File: config.mk
export PLATFORM = sky130hd
export DESIGN_NAME = player_debounce
export DESIGN_NICKNAME = d
export VERILOG_FILES = /design/src/rtl/player_debounce.sv
export SDC_FILE = /design/constraint.sdc
export NUM_CORES = 1
export LEC_CHECK = 0
export ABC_AREA = 1
export BUFFER_PORTS_ARGS = -buffer_cell sky130_fd_sc_hd__buf_2
export CAP_MARGIN = 5
export CORE_ASPECT_RATIO = 0.7
export CORE_MARGIN = 5
export CORE_UTILIZATION = 51
export DETAILED_ROUTE_END_ITERATION = 16
export HOLD_SLACK_MARGIN = 0.02
export PLACE_DENSITY = 0.8
export SLEW_MARGIN = 10
export SYNTH_ARGS = -nofsm -noshare
export SYNTH_HDL_FRONTEND = slang
export SYNTH_SLANG_ARGS = --single-unit
File: constraint.sdc
create_clock -name clk -period 1 [get_ports clk]
set_input_delay 0.2 -clock clk [delete_from_list [all_inputs] [get_ports clk]]
set_output_delay 0.2 -clock clk [all_outputs]
set_load 0.1 [all_outputs]
File: src/rtl/player_debounce.sv
// Player button conditioner: two-flop synchroniser plus per-channel debounce.
// Drives clean levels to the judge and a one-cycle pulse on each accepted press.
module player_debounce #(
  parameter int N_PLAYERS       = 4,
  parameter int DEBOUNCE_CYCLES = 16,
  parameter int CNT_W           = 5
) (
  input  logic                 clk,
  input  logic                 rst,
  input  logic [N_PLAYERS-1:0] btn_raw,
  output logic [N_PLAYERS-1:0] player,
  output logic [N_PLAYERS-1:0] press_pulse,
  output logic                 any_pressed
);

  localparam logic [CNT_W-1:0] CNT_TC = CNT_W'(DEBOUNCE_CYCLES - 1);

  logic [N_PLAYERS-1:0] s1;
  logic [N_PLAYERS-1:0] s2;
  logic [CNT_W-1:0]     cnt [N_PLAYERS];

  always_ff @(posedge clk or posedge rst) begin
    if (rst) begin
      s1 <= '0;
      s2 <= '0;
    end else begin
      s1 <= btn_raw;
      s2 <= s1;
    end
  end

  // A channel flips only after s2 has disagreed with player for DEBOUNCE_CYCLES edges in a row.
  always_ff @(posedge clk or posedge rst) begin
    if (rst) begin
      player      <= '0;
      press_pulse <= '0;
      for (int i = 0; i < N_PLAYERS; i++) cnt[i] <= '0;
    end else begin
      for (int i = 0; i < N_PLAYERS; i++) begin
        press_pulse[i] <= 1'b0;
        if (s2[i] == player[i]) begin
          cnt[i] <= '0;
        end else if (cnt[i] == CNT_TC) begin
          player[i]      <= s2[i];
          press_pulse[i] <= s2[i];
          cnt[i]         <= '0;
        end else begin
          cnt[i] <= cnt[i] + CNT_W'(1);
        end
      end
    end
  end

  assign any_pressed = |player;

endmodule
==> Implementation_results.wiki <==
{| class="wikitable"
! Metric !! Value
|-
| Count of buffer and inverter cells on the critical path || 2
|-
| Hold-critical path endpoint || s1[1]
|-
| Fmax achieved || about 730 MHz
|-
| Final WS setup || -0.3737 ns
|-
| Mean cell area of the mapped netlist || between 9 and 10 sq um
|-
| Number of endpoints with negative hold slack in the final report || 0
|-
| Final core occ || between 70 and 80%
|-
| R2r worst-path depth || 5
|-
| Start of the worst register-to-register path || player[1]
|-
| Number of sinks handled by clock tree synthesis || 36
|-
| Number of cells on the critical path || 3
|-
| Detail Placement HPWL || between 1500 and 2000 um
|-
| Max-capacitance violation count || 0
|-
| DRC violation count after routing || 0
|-
| Clock tree from TritonCTS || yes
|-
| Standard cell core area || ~0.0027 sq mm
|-
| Cells on Worst Hold Path || 1
|-
| Seq/Total Area, Yosys || ~63%
|-
| Fraction of final layout cells with drive strength greater than 1 || 35.75%
|-
| Level count of the clock H-tree || 2
|-
| Synth cell types || 8
|-
| Total cell area at the placement stage || 0.001818 sq mm
|-
| Overall via count from detail_route || 1066
|-
| Grt ovf || 0
|-
| Worst IR Drop VDD || approximately 0.00095 V
|-
| Power after layout || 2760 uW
|-
| Number of warnings reported in the yosys synthesis log || 0
|-
| Total CTS buffers || 5
|-
| Pin count of the biggest net entering global routing || 37
|-
| Run status || finished with violations
|-
| Critical hold path startpoint || btn_raw[1]
|-
| Routability cong. || 0.7618
|-
| Final-report max-slew violation count || 0
|-
| Final non-filler cell area || 0.002034 sq mm
|-
| PD cells || 1357 mW/mm^2
|-
| Worst setup path class || reg -> out
|-
| Critical path's slowest cell || dfrtp_4
|-
| Global-route usage over all layers || 14.29%
|-
| Time the final worst path needs with I/O delays and setup || 1.374 ns
|-
| Cells along the critical path || inv_2, nand4_1, buf_12
|-
| Initial antenna violation count || 0
|-
| Minimum setup slack among reg-to-reg paths || -0.01 ns
|-
| Height of the chip || 54.33 um
|-
| Root Buffer Master || clkbuf_8
|-
| Buffers added on ports || 14
|-
| Die area || 0.003983 sq mm
|-
| Worst setup skew after layout || 0.006727 ns
|-
| Rows || 16
|-
| Violation count after the first detailed-routing iteration || 22
|-
| Starting Density || 52.19%
|-
| Ratio of routed vias to standard cells || approximately 4.7
|-
| Post-Syn Nets || 164
|-
| Count of nets after finishing || 202
|-
| Leak || 0.0009683 uW
|-
| Area added between synthesis and finish || 42.13%
|-
| Filler Cell Count || 179
|-
| Clock insertion delay at the later pin of the skew report || 0.27 ns
|-
| Floorplan die width || 73.32 um
|-
| Class of the tightest hold or removal check || in -> reg
|-
| Slew Limit Headroom || 87.02%
|-
| Number of synthesized register bits || 36
|-
| DRT Wirelength || 2530 um
|-
| Critical path endpoint category || primary output
|-
| Kind of cell adding the most delay to the critical path || flip-flops
|-
| Number of global-route vias before repair || 1044
|-
| Violations in the final reports || setup timing
|-
| Worst path required time || 0.80 ns
|-
| Drt first pass iters || 4
|-
| Wire length of the first global-routing pass || 4209 um
|-
| Highest cell delay on the worst timing path || 0.48 ns
|-
| Buffer depth of the longest clock path || 2
|-
| Number of top-level pins || 15
|-
| Routed Antenna Nets || 0
|-
| Final antenna diode count || 0
|-
| Crit Path Max Fanout || 2
|-
| Clock slew seen by the registers of the worst setup and hold paths || approximately 0.060 ns
|-
| Critical path startpoint category || register
|-
| Instance count of the mapped netlist || approximately 150
|-
| Slew @ Worst Pin || 0.1947 ns
|-
| Fin crit share || 137.4%
|-
| Cell Area, Synth || between 0.001 and 0.0015 sq mm
|-
| Reg-to-Reg End || cnt[10]
|-
| Critical path arrival || 1.17 ns
|-
| Final setup violation count || 13
|-
| RSZ-0062 raised after global routing || true
|-
| Wire length per cell || 11.05 um
|}
-- cell usage in the layout (no fill, tap or decap) --
cell type       n
nand2_1        30
dfrtp_1        28
nor2_1         26
inv_1          16
buf_4          12
buf_12         10
nand4_1         9
inv_2           8
nand2_2         8
nand3_1         7
clkbuf_8        5
buf_2           5
xnor2_1         4
ha_4            4
dfrtp_4         4
dfrtp_2         4
nand2_4         2
nor2_2          2
clkbuf_1        2
dlygate4sd3_1   2
buf_6           2
nand3_2         1
clkinvlp_4      1
clkinv_2        1
-- synth_stat cells --
cell type / number / share of area (%)
dfrtp_1: 36 / 63
inv_1: 25 / 6.6
nand3_1: 8 / 2.8
nand4_1: 9 / 3.9
nor2_1: 28 / 7.3
nand2_1: 40 / 10
ha_1: 4 / 3.5
xnor2_1: 4 / 2.4
-- area by class of cell --
| cell class | count | area (sq um) | share of cell area, % |
|---|---|---|---|
| Sequential cell | 36 | 920.9 | 45.26 |
| Multi-Input combinational cell | 93 | 531.8 | 26.14 |
| Timing Repair Buffer | 31 | 357.8 | 17.59 |
| Inverter | 25 | 97.59 | 4.797 |
| Clock buffer | 7 | 76.32 | 3.752 |
| Tap cell | 36 | 45.04 | 2.214 |
| Clock inverter | 1 | 5.005 | 0.2460 |
-- logic make-up after synthesis --
group | count (synthesis) | synth area share (%)
flops | 36 | 62.94
fa+ha+maj | 4 | 3.497
buf+inv | 25 | 6.556
xor+xnor | 4 | 2.447
simple gates | 85 | 24.56
-- stage by stage --
| step | worst slack [ns] | setup TNS [ns] | cells | hold slack (ns) |
|---|---|---|---|---|
| after floorplan | -0.8102 | -1.319 | 154 | 0.1533 |
| after detailed placement | -0.09025 | -0.4074 | 217 | 0.2497 |
| after global placement | -0.07538 | -0.1133 | 217 | 0.2462 |
| after CTS | -0.3847 | -2.260 | 228 | 0.02289 |
| final | -0.3737 | -1.649 | 229 | 0.03115 |
| after global routing | -0.4328 | -2.503 | 229 | 0.02196 |
-- what timing repair did --
| action | CTS | global route |
|---|---|---|
| hold endpoints to repair | 36 | 1 |
| setup buffers | 2 | 1 |
| pin swaps | 9 | 6 |
| setup endpoints to repair | 22 | 35 |
| gates resized for setup | 10 | 18 |
| hold buffers | 1 | 1 |
| cloned | 0 | 0 |
-- metal layers --
| metal | up-vias | global-route usage (%) | wire length (um) |
|---|---|---|---|
| li1 | 550 | - | - |
| met1 | 495 | 15.11 | 1011 |
| met2 | 19 | 28.04 | 1401 |
| met3 | 2 | 4.404 | 110 |
| met4 | 0 | 3.614 | 7 |
| met5 | - | 0 | 0 |
-- registers in the layout (all words and copies together) (netlist names) --
register,cells
press_pulse,4
s1,4
s2,4
cnt,20
player,4
-- where the power goes --
part	internal, uW	total, uW	leakage [uW]	switching (uW)
logic	127	249	0.000467	122
clock network	488	943	0.0000422	455
registers	1510	1570	0.000459	56.2
-- how the worst max path moves through the flow --
stage,startpoint,to,slack [ns]
2_1_floorplan,player[3],any_pressed,-0.81
3_3_place_gp,player[3],any_pressed,-0.08
3_5_place_dp,player[3],any_pressed,-0.09
4_1_cts,player[3],any_pressed,-0.38
5_1_grt,player[1],any_pressed,-0.43
6_report,player[3],any_pressed,-0.37
No activity file was read; power rests on OpenSTA's default activity.
